File: config.mk
export PLATFORM = sky130hd
export DESIGN_NAME = csa_serial_add_ctrl
export DESIGN_NICKNAME = d
export VERILOG_FILES = /design/src/rtl/csa_serial_add_ctrl.sv
export SDC_FILE = /design/constraint.sdc
export NUM_CORES = 1
export LEC_CHECK = 0
export CAP_MARGIN = 15
export CORE_ASPECT_RATIO = 0.8
export CORE_MARGIN = 2
export CORE_UTILIZATION = 45
export CTS_CLUSTER_DIAMETER = 50
export DETAILED_ROUTE_END_ITERATION = 7
export GPL_TIMING_DRIVEN = 0
export HOLD_SLACK_MARGIN = 0.03
export PLACE_DENSITY = 0.79
export REMOVE_ABC_BUFFERS = 1
export SYNTH_ARGS = -nofsm -noshare
export SYNTH_HDL_FRONTEND = slang
export SYNTH_HIERARCHICAL = 1
export SYNTH_SLANG_ARGS = --single-unit
File: constraint.sdc
create_clock -name clk -period 8.9 [get_ports clk]
set_input_delay 1.335 -clock clk [delete_from_list [all_inputs] [get_ports clk]]
set_output_delay 1.335 -clock clk [all_outputs]
set_load 0.01 [all_outputs]
File: src/rtl/csa_serial_add_ctrl.sv
// Wide add/subtract sequencer: one CHUNK_W-bit carry-select slice is reused over
// NUM_CHUNKS cycles, with the inter-chunk carry held in a register.

module csa_slice #(
    parameter int W = 13
) (
    input  logic [W-1:0] a,
    input  logic [W-1:0] b,
    input  logic         cin,
    output logic [W-1:0] s,
    output logic         cout
);
    localparam int LO = W / 2;
    localparam int HI = W - LO;

    logic [LO:0] lo;
    logic [HI:0] hi0, hi1;

    assign lo  = {1'b0, a[LO-1:0]} + {1'b0, b[LO-1:0]} + {{LO{1'b0}}, cin};
    // Upper half is precomputed for both possible carries and selected by the lower carry.
    assign hi0 = {1'b0, a[W-1:LO]} + {1'b0, b[W-1:LO]};
    assign hi1 = {1'b0, a[W-1:LO]} + {1'b0, b[W-1:LO]} + {{HI{1'b0}}, 1'b1};

    assign s    = {(lo[LO] ? hi1[HI-1:0] : hi0[HI-1:0]), lo[LO-1:0]};
    assign cout = lo[LO] ? hi1[HI] : hi0[HI];
endmodule

module csa_serial_add_ctrl #(
    parameter int CHUNK_W    = 13,
    parameter int NUM_CHUNKS = 4,
    parameter int CNT_W      = 2,
    localparam int W         = CHUNK_W * NUM_CHUNKS
) (
    input  logic         clk,
    input  logic         rst,
    input  logic         i_valid,
    output logic         o_ready,
    input  logic [W-1:0] i_add_term1,
    input  logic [W-1:0] i_add_term2,
    input  logic         i_sub,
    output logic         o_valid,
    input  logic         i_ready,
    output logic [W-1:0] sum,
    output logic         cout,
    output logic         ovf,
    output logic         busy
);
    typedef enum logic [1:0] {S_IDLE, S_RUN, S_DONE} state_t;

    state_t                                 state_q, state_d;
    logic [CNT_W-1:0]                       cnt_q, cnt_d;
    logic                                   carry_q, carry_d;
    logic [NUM_CHUNKS-1:0][CHUNK_W-1:0]     a_q, a_d, b_q, b_d, sum_q, sum_d;
    logic                                   cout_q, cout_d, ovf_q, ovf_d, vld_q, vld_d;

    logic [CHUNK_W-1:0] sl_s;
    logic               sl_c;
    logic               last;

    csa_slice #(.W(CHUNK_W)) u_slice (
        .a    (a_q[cnt_q]),
        .b    (b_q[cnt_q]),
        .cin  (carry_q),
        .s    (sl_s),
        .cout (sl_c)
    );

    assign last    = (cnt_q == CNT_W'(NUM_CHUNKS - 1));
    assign o_ready = (state_q == S_IDLE) & ~rst;
    assign busy    = (state_q != S_IDLE);
    assign o_valid = vld_q;
    assign sum     = sum_q;
    assign cout    = cout_q;
    assign ovf     = ovf_q;

    always_comb begin
        state_d = state_q;
        cnt_d   = cnt_q;
        carry_d = carry_q;
        a_d     = a_q;
        b_d     = b_q;
        sum_d   = sum_q;
        cout_d  = cout_q;
        ovf_d   = ovf_q;
        vld_d   = vld_q;
        unique case (state_q)
            S_IDLE: begin
                if (i_valid && o_ready) begin
                    // Subtraction folds into A + ~B with the initial carry set.
                    a_d     = i_add_term1;
                    b_d     = i_add_term2 ^ {W{i_sub}};
                    carry_d = i_sub;
                    cnt_d   = '0;
                    state_d = S_RUN;
                end
            end
            S_RUN: begin
                sum_d[cnt_q] = sl_s;
                carry_d      = sl_c;
                cnt_d        = cnt_q + CNT_W'(1);
                if (last) begin
                    cout_d  = sl_c;
                    ovf_d   = (a_q[NUM_CHUNKS-1][CHUNK_W-1] == b_q[NUM_CHUNKS-1][CHUNK_W-1]) &
                              (sl_s[CHUNK_W-1] != a_q[NUM_CHUNKS-1][CHUNK_W-1]);
                    vld_d   = 1'b1;
                    cnt_d   = '0;
                    state_d = S_DONE;
                end
            end
            S_DONE: begin
                if (i_ready) begin
                    vld_d   = 1'b0;
                    state_d = S_IDLE;
                end
            end
            default: state_d = S_IDLE;
        endcase
    end

    always_ff @(posedge clk) begin
        if (rst) begin
            state_q <= S_IDLE;
            cnt_q   <= '0;
            carry_q <= 1'b0;
            a_q     <= '0;
            b_q     <= '0;
            sum_q   <= '0;
            cout_q  <= 1'b0;
            ovf_q   <= 1'b0;
            vld_q   <= 1'b0;
        end else begin
            state_q <= state_d;
            cnt_q   <= cnt_d;
            carry_q <= carry_d;
            a_q     <= a_d;
            b_q     <= b_d;
            sum_q   <= sum_d;
            cout_q  <= cout_d;
            ovf_q   <= ovf_d;
            vld_q   <= vld_d;
        end
    end
endmodule
==> results <==
- The flow ran to the end, and the final reports show no timing, DRC or antenna violations.
- The clock tree synthesis step divided the H-tree into 4 levels.
- The number of storage elements in the synthesis netlist is 164.
- In the post-synthesis netlist, the biggest area contributors are sky130_fd_sc_hd__dfxtp_1 42%, sky130_fd_sc_hd__nand2_1 7.7%, sky130_fd_sc_hd__mux4_2 7.5%.
- Timing would allow up to around 220 MHz.
- The cell type with the largest total area after synthesis is sky130_fd_sc_hd__dfxtp_1.
- The cell count after placement is 1197.
- The via density per instance is 5.15.
- Among all flip-flop cells after synthesis, the most frequent one is sky130_fd_sc_hd__dfxtp_1.
- The detail-routed net length per standard cell is between 15 and 20 µm.
- Across all setup checks in the final design, the least slack found is 4.37 ns.
- The clock input transition at the sequential cells of the worst setup and hold paths is 0.06 ns.
- The number of synthesized flops with an enable pin is 0.
- The mapped netlist covers 7800 µm².
- VDD sags by at most 0.122 mV.
- The cell count of the worst reg-to-reg path is 14.
- Data arrives at the worst endpoint at ~5 ns.
- The final count of negative-setup-slack endpoints is 0.
- The worst min-delay path category is register to register.
- The buffer type at the clock tree root is sky130_fd_sc_hd__clkbuf_16.
- The instance area at placement is ~9600 µm².
- The total half-perimeter wirelength after legalization and detailed placement is 12.8 mm.
- For the worst-skew pair, the clock arrives at the later sink with an insertion delay of 0.42 ns.
- The die height is 122 µm.
- The relative slew slack is 0.432.
- Setup repair after global routing left no endpoint under its margin.
- Of the post-synthesis cell area, the dominant cell type holds 0.421.
- The die is 151 µm wide.
- The minimum setup slack among reg-to-reg paths is ~4.4 ns.
- The endpoint identified for the worst register-to-register timing path is ovf.
- The number of I/O port buffers is 165.
- The total number of clock tree sinks is ~160.
- For this block, the routed nets add up to 18.5 mm of wire.
- The overall die area is 18400 µm².
- The first-pass iteration count of the detailed router is 5.
- In the global route stage, overall resource usage came out at 0.205.
- The via total after detailed routing is between 6000 and 7000.
- The worst setup path is captured at a register.
- After floorplanning, the core was divided into 43 placement rows.
- The async set-or-reset flop fraction in the synthesized netlist is 0.
- The number of clock buffers added by TritonCTS is 17.
- The category of the worst setup path launch point is a register.
- The synthesized area per cell is 9.00 µm².
- In this run the post-CTS setup repair buffer count came out at 0.
- The final instance count without filler cells is 1227.
- The number of buffers added to fix hold violations after cts is 0.
- STA puts the critical path data required time at 9.23 ns.
- The first global-routing pass estimated 29.4 mm of wire.
- Yosys printed 6 warnings.
- For this design the ratio of total power to cell area is 182 nW/µm².
- The worst setup path category is register to register.
- Of the available clock period, the critical path in the final layout requires 0.509.
- In the post-synthesis netlist, the cell with the most instances is sky130_fd_sc_hd__dfxtp_1.
- At the pin with the least slew margin, the transition time is ~0.85 ns.
- The leftover overflow at the end of global routing is 0.
- The remaining number of nets flagged by the antenna check after routing is 0.
- The pin count of the biggest net entering global routing is just over 90.
- The number of slew-limit violations in the final report came to 0.
- Prior to clock tree synthesis, the placed netlist has a worst setup slack of 4.38 ns.
- Of all nets on the critical path, the largest fanout is 22.
- In the final design database the tool counted ~1100 nets.
- Across the routed clock network, the largest skew measured is 0.00952 ns.
- The growth of design area from synthesis to finish is 29.9%.
- The sequential cell area fraction in the yosys report is 0.421.
- At the end of routability-driven placement, the weighted congestion stood at 0.765.
- Tracing the worst setup path back leads to its startpoint at cnt_q[0].
- The maximum clock path buffer count is 2.
- Of the cells placed in the final design, the portion with a size suffix greater than 1 is 0.0798.
- Following the worst setup path forward leads to its endpoint at ovf.
- The time the final worst path needs with I/O delays and setup is 4.53 ns.
- The netlist uses 48 different library cells.
- The number of I/O pins is 166.
- For this configuration, the core starts out at a cell density of 0.454.
- The number of antenna diodes in the final layout is 0.
- The count of instances resized after the clock tree is built is 0.
- The via count of the first global-routing pass is between 5000 and 6000.
- The detailed router finished its first iteration with about 320 violations.
- The TritonCTS clock tree is done.
- The max capacitance violation total is 0.
- The worst register-to-register path begins at cnt_q[0].
- By count the netlist is led by 164 x sky130_fd_sc_hd__dfxtp_1, 161 x sky130_fd_sc_hd__nand2_1, 78 x sky130_fd_sc_hd__o21ai_0.
- The analysis attributes to cell leakage a power of 0.00352 µW.
- The design area is 10100 µm².
- The number of endpoints with negative hold slack in the final report is 0.
- Synthesis produced a netlist whose cell count is between 800 and 900.
- The area inside the core boundary is 17200 µm².
- The final routed DRC violation total is 0.
- The initial antenna violation count was 0.
## worst max-delay path, cell delays in order (launching register included)
cell and delay [ns]:
sky130_fd_sc_hd__dfxtp_2 0.61, sky130_fd_sc_hd__buf_12 0.27, sky130_fd_sc_hd__mux4_2 0.53, sky130_fd_sc_hd__inv_1 0.10, sky130_fd_sc_hd__fa_1 0.17, sky130_fd_sc_hd__inv_1 0.06, sky130_fd_sc_hd__fa_1 0.44, sky130_fd_sc_hd__a211oi_1 0.31
sky130_fd_sc_hd__o21bai_1 0.12, sky130_fd_sc_hd__a21oi_1 0.26, sky130_fd_sc_hd__nand2b_1 0.24, sky130_fd_sc_hd__nor3_1 0.08, sky130_fd_sc_hd__xnor2_1 0.49, sky130_fd_sc_hd__or3b_2 0.49, sky130_fd_sc_hd__a311oi_1 0.26
## worst min-delay path by stage
stage | startpoint | end | slack (ns) | depth (start not counted)
finish | sum[2] | sum[2] | 0.45 | 2
floorplan | a_q[26] | a_q[26] | 0.44 | 2
detailed placement | sum[39] | sum[39] | 0.45 | 2
CTS | sum[39] | sum[39] | 0.46 | 2
global route | sum[0] | sum[0] | 0.47 | 2
global placement | sum[48] | sum[48] | 0.44 | 2
## cell type report
| type | count | area [µm²] |
|---|---|---|
| Clock buffer | 22 | 474 |
| Clock inverter | 8 | 101 |
| Fill cell | 1496 | 7030 |
| Inverter | 14 | 52.6 |
| Multi-Input combinational cell | 621 | 4150 |
| Sequential cell | 164 | 3290 |
| Tap cell | 225 | 282 |
| Timing Repair Buffer | 173 | 1780 |
## state kept, by name, indices dropped and copies added, names as in the netlist
name     count
carry_q      1
cnt_q        2
a_q         52
cout         1
sum         52
o_valid      1
b_q         52
ovf          1
state_q      2
## power breakdown
group	total [µW]	switching (µW)	internal, µW
Sequential	808	29.2	779
Clock	724	292	433
Combinational	308	149	158
## placed cells by master, fill, tap and decap left out, types with 3 or more instances in the layout
master / instances
sky130_fd_sc_hd__buf_6: 4
sky130_fd_sc_hd__nor2_1: 14
sky130_fd_sc_hd__xnor2_1: 64
sky130_fd_sc_hd__clkbuf_16: 17
sky130_fd_sc_hd__a21oi_1: 61
sky130_fd_sc_hd__o21ai_1: 31
sky130_fd_sc_hd__dfxtp_1: 162
sky130_fd_sc_hd__a21o_1: 5
sky130_fd_sc_hd__xor2_1: 3
sky130_fd_sc_hd__clkdlybuf4s50_1: 163
sky130_fd_sc_hd__and3b_1: 4
sky130_fd_sc_hd__clkbuf_8: 3
sky130_fd_sc_hd__nand2b_1: 57
sky130_fd_sc_hd__nor3_1: 5
sky130_fd_sc_hd__clkinvlp_4: 3
sky130_fd_sc_hd__nand3b_1: 58
sky130_fd_sc_hd__o21ai_0: 78
sky130_fd_sc_hd__nand2_1: 161
sky130_fd_sc_hd__ha_1: 17
sky130_fd_sc_hd__mux4_2: 26
sky130_fd_sc_hd__inv_1: 14
sky130_fd_sc_hd__fa_1: 3
## cells by family (layout without fill, tap and decap cells)
kind of cell	count (synthesis)	in the layout	share of synthesized area
xor+xnor	67	67	0.0752
buf+inv	82	217	0.0470
compound gates	191	191	0.132
fa+ha+maj	20	20	0.0350
mux	30	30	0.0805
simple gates	313	313	0.209
flops	164	164	0.421
## routing by layer
metal / track usage / routed length, µm / vias to the layer above
li1: - / - / 3190
met1: 0.299 / 9150 / 2934
met2: 0.309 / 8160 / 178
met3: 0.0446 / 983 / 13
met4: 0.0537 / 191 / 0
met5: 0 / 0 / -
## through the flow
| step | power, µW | hold WS [ns] | utilization | setup TNS, ns |
|---|---|---|---|---|
| after floorplan | 989 | 0.438 | - | 0 |
| after global placement | 1120 | 0.442 | 0.549 | -47.23 |
| after detailed placement | 1130 | 0.448 | 0.557 | 0 |
| after CTS | 1850 | 0.456 | 0.590 | 0 |
| after global routing | 1920 | 0.468 | 0.590 | 0 |
| final | 1840 | 0.452 | 0.590 | 0 |
(Power assumes the default switching activity.)
